<file path="config.mk">
export PLATFORM = sky130hd
export DESIGN_NAME = ddr_axi_pattern_tester
export DESIGN_NICKNAME = d
export VERILOG_FILES = /design/src/rtl/ddr_axi_pattern_tester.sv
export SDC_FILE = /design/constraint.sdc
export NUM_CORES = 1
export LEC_CHECK = 0
export CAP_MARGIN = 20
export CORE_MARGIN = 2
export CORE_UTILIZATION = 25
export DETAILED_ROUTE_END_ITERATION = 7
export SLEW_MARGIN = 5
export SYNTH_ARGS = -nofsm -noshare
export SYNTH_HDL_FRONTEND = slang
export SYNTH_SLANG_ARGS = --single-unit
</file>
<file path="constraint.sdc">
create_clock -name aclk -period 3.5 [get_ports aclk]
set_input_delay 0.7 -clock aclk [delete_from_list [all_inputs] [get_ports aclk]]
set_output_delay 0.7 -clock aclk [all_outputs]
set_load 0.02 [all_outputs]
</file>
<file path="src/rtl/ddr_axi_pattern_tester.sv">
// AXI4 master that writes a deterministic pattern over a DDR region, reads it back and scores every beat.
// Define DDR_TESTER_PRBS_EN to replace the address-based pattern with a PRBS-31 data stream.
module ddr_axi_pattern_tester #(
  parameter int ADDR_W     = 64,
  parameter int DATA_W     = 128,
  parameter int BURST_LEN  = 16,
  parameter int NUM_BURSTS = 1024,
  parameter logic [ADDR_W-1:0] BASE_ADDR = '0,
  parameter int ERR_W      = 16
) (
  input  logic              aclk,
  input  logic              rst,
  input  logic              start,
  output logic              busy,
  output logic              done,
  output logic              pass,
  output logic [ERR_W-1:0]  err_cnt,
  output logic [ADDR_W-1:0] first_err_addr,

  output logic [ADDR_W-1:0] m_axi_awaddr,
  output logic [7:0]        m_axi_awlen,
  output logic [2:0]        m_axi_awsize,
  output logic [1:0]        m_axi_awburst,
  output logic              m_axi_awvalid,
  input  logic              m_axi_awready,

  output logic [DATA_W-1:0]   m_axi_wdata,
  output logic [DATA_W/8-1:0] m_axi_wstrb,
  output logic                m_axi_wlast,
  output logic                m_axi_wvalid,
  input  logic                m_axi_wready,

  input  logic [1:0]        m_axi_bresp,
  input  logic              m_axi_bvalid,
  output logic              m_axi_bready,

  output logic [ADDR_W-1:0] m_axi_araddr,
  output logic [7:0]        m_axi_arlen,
  output logic [2:0]        m_axi_arsize,
  output logic [1:0]        m_axi_arburst,
  output logic              m_axi_arvalid,
  input  logic              m_axi_arready,

  input  logic [DATA_W-1:0] m_axi_rdata,
  input  logic [1:0]        m_axi_rresp,
  input  logic              m_axi_rlast,
  input  logic              m_axi_rvalid,
  output logic              m_axi_rready
);

  localparam int BYTES = DATA_W / 8;
  localparam int LANES = DATA_W / 32;
  localparam int SIZE  = $clog2(BYTES);
  localparam int BTW   = $clog2(BURST_LEN + 1);
  localparam int BCW   = $clog2(NUM_BURSTS + 1);
  localparam logic [ERR_W-1:0] ERR_MAX = '1;

  typedef enum logic [2:0] {S_IDLE, S_WA, S_WD, S_WB, S_RA, S_RD, S_FIN} state_t;

  state_t            state, state_next;
  logic [ADDR_W-1:0] cur_addr;
  logic [ADDR_W-1:0] burst_addr;
  logic [BTW-1:0]    beat_cnt;
  logic [BCW-1:0]    burst_cnt;
  logic [ERR_W-1:0]  err_cnt_q;
  logic [ADDR_W-1:0] first_q;
  logic              pass_q;
  logic [DATA_W-1:0] expected;
  logic              beat_last, burst_last;
  logic              err_hit;
  logic [ADDR_W-1:0] err_at;

  assign beat_last  = (beat_cnt == BTW'(BURST_LEN - 1));
  assign burst_last = (burst_cnt == BCW'(NUM_BURSTS - 1));

`ifdef DDR_TESTER_PRBS_EN
  logic [30:0] lfsr, lfsr_next, prbs_state;

  // One beat consumes DATA_W successive LFSR output bits, first bit in bit 0.
  always_comb begin
    prbs_state = lfsr;
    expected   = '0;
    for (int i = 0; i < DATA_W; i++) begin
      prbs_state  = {prbs_state[29:0], prbs_state[30] ^ prbs_state[27]};
      expected[i] = prbs_state[0];
    end
    lfsr_next = prbs_state;
  end

  always_ff @(posedge aclk) begin
    if (rst)
      lfsr <= 31'h1;
    else if ((state == S_IDLE && start) || (state == S_WB && m_axi_bvalid && burst_last))
      lfsr <= 31'h1;
    else if ((state == S_WD && m_axi_wready) || (state == S_RD && m_axi_rvalid))
      lfsr <= lfsr_next;
  end
`else
  always_comb begin
    expected = '0;
    for (int i = 0; i < LANES; i++)
      expected[i*32 +: 32] = cur_addr[31:0] ^ 32'(i);
  end
`endif

  assign m_axi_awaddr  = cur_addr;
  assign m_axi_awlen   = 8'(BURST_LEN - 1);
  assign m_axi_awsize  = 3'(SIZE);
  assign m_axi_awburst = 2'b01;
  assign m_axi_wdata   = expected;
  assign m_axi_wstrb   = '1;
  assign m_axi_wlast   = beat_last;
  assign m_axi_araddr  = cur_addr;
  assign m_axi_arlen   = 8'(BURST_LEN - 1);
  assign m_axi_arsize  = 3'(SIZE);
  assign m_axi_arburst = 2'b01;

  assign busy           = (state inside {S_WA, S_WD, S_WB, S_RA, S_RD});
  assign done           = (state == S_FIN);
  assign pass           = pass_q;
  assign err_cnt        = err_cnt_q;
  assign first_err_addr = first_q;

  always_ff @(posedge aclk) begin
    if (rst) state <= S_IDLE;
    else     state <= state_next;
  end

  // Burst sequencing; only one AXI transaction is ever in flight.
  always_comb begin
    state_next    = state;
    m_axi_awvalid = 1'b0;
    m_axi_wvalid  = 1'b0;
    m_axi_bready  = 1'b0;
    m_axi_arvalid = 1'b0;
    m_axi_rready  = 1'b0;
    case (state)
      S_IDLE: if (start) state_next = S_WA;
      S_WA: begin
        m_axi_awvalid = 1'b1;
        if (m_axi_awready) state_next = S_WD;
      end
      S_WD: begin
        m_axi_wvalid = 1'b1;
        if (m_axi_wready && beat_last) state_next = S_WB;
      end
      S_WB: begin
        m_axi_bready = 1'b1;
        if (m_axi_bvalid) state_next = burst_last ? S_RA : S_WA;
      end
      S_RA: begin
        m_axi_arvalid = 1'b1;
        if (m_axi_arready) state_next = S_RD;
      end
      S_RD: begin
        m_axi_rready = 1'b1;
        if (m_axi_rvalid && beat_last) state_next = burst_last ? S_FIN : S_RA;
      end
      S_FIN:   state_next = S_IDLE;
      default: state_next = S_IDLE;
    endcase
  end

  // Bad write responses are charged to the burst; read faults to the beat.
  always_comb begin
    err_hit = 1'b0;
    err_at  = cur_addr;
    if (state == S_WB && m_axi_bvalid && m_axi_bresp != 2'b00) begin
      err_hit = 1'b1;
      err_at  = burst_addr;
    end
    if (state == S_RD && m_axi_rvalid &&
        (m_axi_rdata != expected || m_axi_rresp != 2'b00 || m_axi_rlast != beat_last))
      err_hit = 1'b1;
  end

  always_ff @(posedge aclk) begin
    if (rst) begin
      cur_addr   <= '0;
      burst_addr <= '0;
      beat_cnt   <= '0;
      burst_cnt  <= '0;
      err_cnt_q  <= '0;
      first_q    <= '0;
      pass_q     <= 1'b0;
    end else begin
      if (err_hit && err_cnt_q != ERR_MAX) err_cnt_q <= err_cnt_q + 1'b1;
      if (err_hit && err_cnt_q == '0)      first_q   <= err_at;
      case (state)
        S_IDLE: if (start) begin
          cur_addr  <= BASE_ADDR;
          beat_cnt  <= '0;
          burst_cnt <= '0;
          err_cnt_q <= '0;
          first_q   <= '0;
          pass_q    <= 1'b0;
        end
        S_WA: if (m_axi_awready) burst_addr <= cur_addr;
        S_WD: if (m_axi_wready) begin
          cur_addr <= cur_addr + ADDR_W'(BYTES);
          beat_cnt <= beat_last ? '0 : beat_cnt + 1'b1;
        end
        S_WB: if (m_axi_bvalid) begin
          if (burst_last) begin
            burst_cnt <= '0;
            cur_addr  <= BASE_ADDR;
          end else begin
            burst_cnt <= burst_cnt + 1'b1;
          end
        end
        S_RD: if (m_axi_rvalid) begin
          cur_addr <= cur_addr + ADDR_W'(BYTES);
          beat_cnt <= beat_last ? '0 : beat_cnt + 1'b1;
          if (beat_last) burst_cnt <= burst_last ? '0 : burst_cnt + 1'b1;
        end
        S_FIN: pass_q <= (err_cnt_q == '0);
        default: ;
      endcase
    end
  end

endmodule
</file>
==> flow_summary.yaml, run 1 <==
synthesis:
  syn_inst: 1610
  synth_area_sq_um: 13300
  async_flop_share_pct: 0
  ys_seq_area_share_pct: 33.0
  synth-seq-cells: 220
  synth.distinct_cells: 62
  yosys_warnings: 0
  synth-edff-count: 0
  ys_dominant_reg_cell: "dfxtp_1"
  synth.avg_cell_area_sq_um: 8.28
power_and_ir_drop:
  seq_power_share_pct: 36.1
  net-switching-power_uw: 2270
  p_per_area_nw_per_um2: 395
  p_comb_share_pct: 21.6
  switching_share_pct: 31.2
  clkPwrFrac_pct: 42.3
  p_leak_uw: 0.00590
  intPower_uw: 5010
  vdd_ir_drop_max_v: 0.000386
  total_power_uw: 7280
final_layout:
  final_nets: 2022
  final_cells: 2585
  fin_area_sq_um: 18400
  area_delta_synth_final_pct: 38.2
  drive_gt1_share_pct: 9.70
  fin_util_pct: 35.0
  fill_cells: 5369
floorplan:
  initial_utilization_pct: 25.3
  rows: 84
  ioPinCount: 528
  die_width_um: 235
  floorplan.die_area_sq_um: 55200
  core_sq_um: 52700
  die_y_um: 235
sta:
  max_freq_mhz: 301
  skew_ps: 21.7
  rsz0062_at_grt: "false"
  slew_violations: 0
  maxSlewHeadroom_pct: 45.3
  holdWs_ps: 445
  fin_crit_sh_pct: 95.0
  setup_viol: 0
  min_period_ps: 3320
  hold_viol: 0
  tightest_slew_ps: 814
placed_design:
  dp.cells: 2534
  post-dp-hpwl_mm: 38.4
  place_area_sq_um: 17400
  port_buffers: 461
  gp_congestion: 0.847
job:
  cap_viol_max_count: 0
routing:
  post_drt_wl_per_cell_um: 19.7
  viasPerCell: 4.78
  drt-initial-drc-count: 654
  antenna_left: 0
  vias: 12400
  drc: 0
  first_pass_iters: 5
  routed_wl_mm: 51.0
global_routing:
  track_usage_pct: 17.5
  overflow: 0
  grt_pass1_wl_mm: 75.3
  antenna_found_initial: 3
  grt_max_degree: 93
  grt_pass1_vias: 11900
min_path:
  hp-class: "reg2reg"
  hold_start: "burst_cnt[10]$_SDFFE_PP0P_"
critical_path:
  worstSetupEndpointType: "register"
  worstReg2RegStart: "m_axi_araddr[31]$_SDFFE_PP0P_"
  cp.arrival_ps: 3730
  crit_fanout: 92
  worstSetupPathType: "reg2reg"
  worstSetupStartpoint: "m_axi_araddr[31]$_SDFFE_PP0P_"
  start_kind: "register"
  required_ps: 3910
clock_tree:
  postCtsHoldBufs: 0
  clkSinkCount: 220
  clock_tree.buffer_depth: 3
  path_clk_slew_ps: 60
  cts_tree: "built"
  postCtsSetupBuffers: 0
  cts_max_level: 1
  post_cts_resized: 0
  cts-root-buf: "clkbuf_16"
  clk_latency_ps: 570
  cts_made_buffers: 28
outcome:
  status: "completed"
critical path: stages (launching register included):
cell	delay (ps)
dfxtp_1	670
inv_1	340
a22o_1	280
nor4_1	300
nand4_1	260
o41a_2	580
buf_12	210
a21oi_1	290
a311oi_2	70
cell usage after synthesis, types with 7 or more instances:
master	number	area (sq um)
a21oi_1	171	856
a311oi_2	57	856
and2_1	9	56.3
and3_1	24	150
and4_1	13	114
buf_2	16	80.1
buf_4	244	1830
clkbuf_1	91	342
dfxtp_1	220	4400
inv_1	31	116
mux2i_1	69	691
nand2_1	175	657
nand2b_1	25	156
nand3_1	28	140
nand4_1	44	275
nor2_1	75	282
nor2b_1	9	56.3
nor3_1	28	140
nor4_1	18	113
o2111ai_1	10	87.6
o21ai_0	42	210
o22ai_1	7	43.8
o31ai_1	9	67.6
or3_1	30	188
or4_1	10	75.1
xnor2_1	46	403
xor2_1	36	315
registers in the layout, indices dropped and copies added, names as in the netlist:
signal and cells:
burst_cnt 11, first_err_addr 64, state 3, burst_addr 60, m_axi_araddr 60, beat_cnt 5, pass 1, err_cnt 16
through the flow:
step	setup TNS, ps	setup slack (ps)
after CTS	0	316
final	0	176
after detailed placement	-6580	-140
after floorplan	0	668
after global routing	0	91.3
after global placement	-2510	-77.7
kinds of logic after synthesis:
| kind of cell | synth area share [%] |
|---|---|
| AND/OR/NAND/NOR | 19.0 |
| buffers and inverters | 17.9 |
| AO/OA/AOI/OAI | 18.9 |
| flip-flops | 33.0 |
| XOR/XNOR | 5.39 |
| multiplexers | 5.27 |
| adder cells (fa/ha/maj) | 0.469 |
| other | 0.0563 |
cell type report:
cell class / count / area, sq um / share of cell area [%]
antenna: 1 / 2.50 / 0.0136
multi-input combinational: 1068 / 6820 / 37.0
clock buffer: 37 / 785 / 4.26
clock inverter: 13 / 201 / 1.09
timing repair buffer: 527 / 5230 / 28.4
inverter: 31 / 116 / 0.632
tap: 688 / 861 / 4.67
sequential: 220 / 4400 / 23.9
power groups by stage:
stage	registers (uW)	logic [uW]	clock network, uW
3_3_place_gp	2680	1570	0
3_5_place_dp	2680	1580	0
2_1_floorplan	2670	979	0
4_1_cts	2630	1590	3170
5_1_grt	2640	1690	3270
6_report	2630	1570	3080
final timing paths:
| kind | end | slack [ps] | depth (start not counted) |
|---|---|---|---|
| max | first_err_addr[52]$_SDFF_PP0_ | 180 | 8 |
| min | burst_cnt[10]$_SDFFE_PP0P_ | 440 | 2 |
| max reg2reg | first_err_addr[52]$_SDFF_PP0_ | 180 | 8 |
| min reg2reg | burst_cnt[10]$_SDFFE_PP0P_ | 440 | 2 |
routing by layer:
metal  routed length [um]  part of all wire [%]  GRT usage, %  up-vias
met3                 2630                   5.2          2.93       78
met4                 1470                   2.9          5.35        4
li1                     -                     -             -     5892
met1                23600                    46          23.7     6001
met5                   21                 0.041             0        -
met2                23300                    46          28.4      385
layout by cell type, fill, tap and decap left out, types with 28 or more instances in the layout:
master and n:
a311oi_2 57, mux2i_1 69, xor2_1 36, buf_4 57
nor3_1 28, nor2_1 75, conb_1 66, nand2_1 174
nand3_1 28, or3_1 30, dfxtp_1 220, nand4_1 44
inv_1 31, a21oi_1 170, clkdlybuf4s50_1 460, xnor2_1 46
clkbuf_16 28, o21ai_0 42
Note: power is estimated with default switching activity, not from simulation.
==> inputs of run 2 (changes only) <==
Settings changed: CORE_AREA set to 2 2 203 205, CORE_MARGIN 2 to unset, CORE_UTILIZATION 25 to unset, DIE_AREA set to 0 0 205 207.
==> flow_summary.yaml, run 2 (same netlist as run 1, synthesis figures left out) <==
routing:
  drt-initial-drc-count: 759
  post_drt_wl_per_cell_um: 20.0
  vias: 12400
  viasPerCell: 5.08
  first_pass_iters: 7
  routed_wl_mm: 48.9
  drc: 0
  antenna_left: 0
final_layout:
  fill_cells: 3984
  seq_area_sq_um: 4400
  multi_input_area_sq_um: 6820
  drive_gt1_share_pct: 10.7
  final_nets: 2047
  largest_reg_flops: 64
  mostFrequentLayoutCells: "clkdlybuf4s50_1 (460), dfxtp_1 (220), nand2_1 (174), a21oi_1 (171), buf_4 (89)"
  insertedDiodeCount: 0
  layout_commonest_cell: "clkdlybuf4s50_1"
  final_cells: 2452
  area_delta_synth_final_pct: 37.3
floorplan:
  die_y_um: 207
  initial_utilization_pct: 33.0
  ioPinCount: 528
  floorplan.die_area_sq_um: 42400
  die_width_um: 205
  rows: 74
  core_sq_um: 40400
clock_tree:
  postCtsSetupBuffers: 0
  cts_made_buffers: 26
  postCtsHoldBufs: 0
  clkSinkCount: 220
  cts_tree: "built"
  cts-root-buf: "clkbuf_16"
  path_clk_slew_ps: 60
  cts_max_level: 1
  clk_latency_ps: 540
  post_cts_resized: 0
  clock_tree.buffer_depth: 3
job:
  cap_viol_max_count: 0
min_path:
  hold_path_depth: 2
  hp-class: "reg2reg"
  hold_start: "burst_cnt[10]$_SDFFE_PP0P_"
critical_path:
  required_ps: 3880
  r2r_slack_ps: 350
  start_kind: "input port"
  slowest_stage: "o41a_2"
  worstSetupEndpointType: "register"
  cp.arrival_ps: 3560
  crit_buf_inv: 3
  cp_cell_sequence: "clkdlybuf4s50_1, nor4b_1, nand4_1, nor4_1, buf_4, nand4_1, o41a_2, buf_4, a21oi_1, a311oi_2"
  crit_fanout: 27
  cp_top_family: "simple AND/OR/NAND/NOR gates"
  worstSetupPathType: "in2reg"
  worstReg2RegStart: "m_axi_araddr[10]$_SDFFE_PP0P_"
  reg2reg_depth: 9
  max_stage_delay_ps: 510
  worstSetupStartpoint: "m_axi_rdata[67]"
  cp_num_cells: 10
global_routing:
  grt_pass1_wl_mm: 72.5
  track_usage_pct: 21.9
  grt_pass1_vias: 11600
  grt_max_degree: 61
  antenna_found_initial: 1
  overflow: 0
power_and_ir_drop:
  p_leak_uw: 0.00598
  vdd_ir_drop_max_v: 0.000364
  p_per_area_nw_per_um2: 388
sta:
  tightest_slew_ps: 818
  rsz0062_at_grt: "false"
  final.setup.tns_ps: 0
  setup_slack_ps: 321
  hold_viol: 0
  max_freq_mhz: 315
  holdWs_ps: 442
  setup_viol: 0
  maxSlewHeadroom_pct: 45.1
  fin_crit_sh_pct: 90.8
  min_period_ps: 3180
  slew_violations: 0
  skew_ps: 22.2
placed_design:
  post-dp-hpwl_mm: 37.3
  gp_congestion: 0.910
  port_buffers: 461
  dp.cells: 2405
  pre_cts_ws_ps: -234
outcome:
  status: "completed"
run 2: layout make-up:
type                            count  share of cell area (%)
Clock buffer                       34                    3.88
Clock inverter                     13                    1.18
Inverter                           31                   0.636
Multi-Input combinational cell   1068                    37.2
Sequential cell                   220                    24.1
Tap cell                          532                    3.64
Timing Repair Buffer              554                    29.4
run 2: report_power, final:
group | internal [uW] | switching [uW]
Sequential | 2550 | 56.9
Combinational | 581 | 1010
Clock | 1810 | 1110
Total | 4940 | 2170
run 2: layer usage:
layer | vias up | GRT usage (%) | share of wire [%] | wire length (um)
met3 | 57 | 3.08 | 6.4 | 3110
li1 | 5961 | - | - | -
met1 | 5960 | 32.2 | 47 | 23100
met5 | - | 0 | 0.033 | 16
met4 | 2 | 4.56 | 1.9 | 940
met2 | 469 | 33.8 | 45 | 21800
run 2: worst min-delay path, delay by kind of cell (launching register included):
| family | cells | cell delay [ps] |
|---|---|---|
| AOI/OAI and AO/OA | 1 | 30 |
| and+or+nand+nor | 1 | 50 |
| DFF | 1 | 310 |
run 2: final timing paths:
path | to
worst max-delay path | first_err_addr[13]$_SDFF_PP0_
worst min-delay path | burst_cnt[10]$_SDFFE_PP0P_
worst max register to register | m_axi_araddr[54]$_SDFFE_PP0P_
worst min register to register | burst_cnt[10]$_SDFFE_PP0P_
run 2: through the flow:
step	power (uW)	utilization, %	area (sq um)
global route	7400	45.3	18300
floorplan	3650	-	13600
global placement	4230	43.0	17400
detailed placement	4240	43.0	17400
finish	7110	45.3	18300
CTS	7170	45.3	18300
==> inputs of run 3 (changes only) <==
Settings changed: SKIP_LAST_GASP set to 1.
==> results of run 3 <==
The final DEF is identical to that of run 2; final timing and power are the same.
==> edit 1 (config.mk and constraints of run 3) <==
Set the parameter `ADDR_W` to 32 (it was 64).
--- a/src/rtl/ddr_axi_pattern_tester.sv
+++ b/src/rtl/ddr_axi_pattern_tester.sv
@@ -2,5 +2,5 @@
 // Define DDR_TESTER_PRBS_EN to replace the address-based pattern with a PRBS-31 data stream.
 module ddr_axi_pattern_tester #(
-  parameter int ADDR_W     = 64,
+  parameter int ADDR_W     = 32,
   parameter int DATA_W     = 128,
   parameter int BURST_LEN  = 16,
Ports: changed (resized first_err_addr, m_axi_araddr and m_axi_awaddr); port bits go from 528 to 432. The function was not compared with the original's and may differ.
==> edit 1 against run 3 <==
Worst hold slack better by 0.011 ns; worst setup slack lost 0.24 ns; final area fell by 30%; synthesized area shrank 34%; sequential share of layout area decreased by 4.7 points; wire length is 25% lower; sequential cell count shrank 96; total power fell by 36%; critical path type unchanged.
==> edit 1: results (changes against run 3) <==
synthAdderAreaFrac: 0.00710  # +0.00241
cp_top_family: "compound AO/OA/AOI/OAI gates"
placed_cell_area_um2: 12200  # -30%
ys_types: 72  # +16%
rr_worst_depth: 11  # +2
r2r_start: "beat_cnt[0]"
grt_use_total: 0.165  # -0.0535
synth_xor_area_frac: 0.0746  # +0.0207
wl_met2_um: 17400  # -20%
synth_compound_area_frac: 0.136  # -0.0528
syn_avg_cell_area_um2: 7.95  # -4.0%
finalClockSkew_ns: 0.0108  # -0.0114 ns
crit_arrival_ns: 3.72  # +0.16 ns
yosysSeqAreaShare: 0.282  # -0.0486
drive_gt1_frac: 0.113  # +0.00616
num_vias: 8511  # -32%
clk_latency_ns: 0.42  # -0.12 ns
vdd_drop_max_mv: 0.267  # -27%
numCtsBuffers: 17  # -35%
dr.pass1.iters: 5  # -2
critPathCapture: "first_err_addr[5]"
largest_reg_flops: 32  # -50%
reg2reg_slack_ns: 0.28  # -0.07 ns
outcome: "finished clean"
use_met3: 0.0379  # +0.00708
wl_met1_um: 14900  # -36%
io_buffers: 365  # -21%
relSlewSlack: 0.401  # -0.0503
place_inst: 1874  # -22%
==> edit 1: cell count changes in the layout (fill, tap and decap cells not counted), moves of 34 or more <==
| cell | change |
|---|---|
| dfxtp_1 | -96 |
| nand2_1 | -67 |
| a21oi_1 | -93 |
| mux2i_1 | -44 |
| a311oi_2 | -57 |
| clkdlybuf4s50_1 | -97 |
| o21ai_0 | -34 |
==> edit 1: area by class of cell <==
cell class | instances | area [um^2] | share of cell area
diodes | 1 | 2.50 | 0.000195
clock buffers | 18 | 429 | 0.0335
clock inverters | 14 | 161 | 0.0126
inverters | 30 | 113 | 0.00878
multi-input cells | 748 | 4670 | 0.364
flip-flops and latches | 124 | 2480 | 0.194
well taps | 532 | 666 | 0.0519
repair buffers | 441 | 4300 | 0.336
==> edit 1: power breakdown <==
part	total, mW	switching (mW)	leakage, nW	internal [mW]
combinational	1.22	0.706	3.39	0.519
sequential	1.52	0.0666	0.999	1.45
clock	1.78	0.719	0.284	1.06
==> edit 2 (config.mk and constraints of run 3) <==
Without the edit above. One comparison of `burst_cnt` changes from == to >=.
--- a/src/rtl/ddr_axi_pattern_tester.sv
+++ b/src/rtl/ddr_axi_pattern_tester.sv
@@ -72,5 +72,5 @@
 
   assign beat_last  = (beat_cnt == BTW'(BURST_LEN - 1));
-  assign burst_last = (burst_cnt == BCW'(NUM_BURSTS - 1));
+  assign burst_last = (burst_cnt >= BCW'(NUM_BURSTS - 1));
 
 `ifdef DDR_TESTER_PRBS_EN
Check against the original RTL: no difference found for any inputs over 4 cycles, from zero or initial values and one cycle with rst high; that may be too few to reach the edited logic, so the function may still have changed.
==> edit 2 against run 3 <==
Worst hold slack better by 0.0087 ns; final area down 3.5%; sequential cell count unchanged; total power down 3.5%; worst setup slack worse by 0.062 ns; global-route usage down 0.086 points; wire length up 0.25%; synthesized area down 4.5%; critical path type unchanged; register-to-register slack worse by 0.03 ns; synthesized cell count down 1.6%; via count down 5.4%; largest power group unchanged; sequential share of layout area up 0.88 points.
==> edit 2: results (changes against run 3) <==
outcome: "finished clean"
grt_use_total: 0.218  # -0.000864
grt_max_degree: 73  # +20%
viasPerCell: 4.84  # -4.7%
path_max_fanout: 10  # -63%
num_vias: 11772  # -5.4%
finalClockSkew_ns: 0.00823  # -0.0140 ns
min_from: "burst_addr[43]"
routedWlPerCell_um: 20.2  # +1.0%
whs_ns: 0.451  # +0.00871 ns
dr.pass1.iters: 5  # -2
r2r_start: "m_axi_araddr[14]"
vdd_drop_max_mv: 0.281  # -23%
place_inst: 2383  # -0.91%
final_nets: 2025  # -1.1%
slowest_delay_ns: 0.83  # +0.32 ns
antenna_found_initial: 4  # +3
tightest_slew_ns: 0.903  # +0.0859 ns
reg2reg_slack_ns: 0.32  # -0.03 ns
cts_root_buffer: "clkbuf_16"
drive_gt1_frac: 0.0959  # -0.0114
placed_cell_area_um2: 16700  # -3.8%
drt-initial-drc-count: 602  # -21%
dp_hpwl_um: 36100  # -3.2%
synth_commonest_cells: "buf_4 (241), dfxtp_1 (220), nand2_1 (200)"
yosysSeqAreaShare: 0.346  # +0.0156
grt_pass1_vias: 11331  # -2.7%
crit_arrival_ns: 3.71  # +0.15 ns
syn_avg_cell_area_um2: 8.04  # -2.9%
rr_worst_depth: 10  # +1
largest_reg_flops: 64  # unchanged
ys_types: 66  # +6.5%
edit 2: cell types whose count changed after synthesis, sizes merged, moves of 7 or more:
cell	delta
nand4	-27
nand2	+26
nor2	+80
a21oi	-50
a311oi	-59
clkbuf	-27
xnor2	-16
or4	+7
mux2	+47
xor2	+10
nand3	+23
edit 2: kinds of logic after synthesis:
| logic type | after synthesis | share of synthesized area |
|---|---|---|
| compound gates | 226 | 0.105 |
| xor+xnor | 76 | 0.0523 |
| fa+ha+maj | 5 | 0.00491 |
| buf+inv | 359 | 0.179 |
| flops | 220 | 0.346 |
| mux | 112 | 0.0928 |
| other cells | 2 | 0.000590 |
| simple gates | 584 | 0.220 |
edit 2: power breakdown:
group	switching (mW)	internal, mW
combinational	0.800	0.468
sequential	0.0686	2.53
clock	1.10	1.89
total	1.97	4.89
edit 2: how the worst max path moves through the flow:
stage,from,end,depth (start not counted)
global placement,m_axi_rdata[6],first_err_addr[17],9
detailed placement,m_axi_rdata[6],first_err_addr[0],9
floorplan,m_axi_araddr[23],first_err_addr[10],11
finish,m_axi_rdata[6],first_err_addr[3],9
global route,m_axi_araddr[14],first_err_addr[3],10
CTS,m_axi_araddr[25],first_err_addr[3],10
edit 2: layer usage:
metal | global-route usage | part of all wire | vias up
met2 | 0.387 | 0.49 | 422
met4 | 0.0819 | 0.039 | 2
met1 | 0.255 | 0.40 | 5598
met3 | 0.0466 | 0.075 | 80
met5 | 0 | 0.00027 | -
li1 | - | - | 5670
edit 2: layout make-up:
type,instances,area (um^2)
fill,4072,22700
antenna,3,7.51
clock inverter,12,215
inverter,32,120
sequential,220,4410
clock buffer,35,726
tap,532,666
timing repair buffer,530,5190
multi-input combinational,1069,6330
edit 2: worst min-delay path, stage by stage (launching register included):
cell     delay (ns)
dfxtp_1        0.30
nand2_1        0.05
a21oi_1        0.05
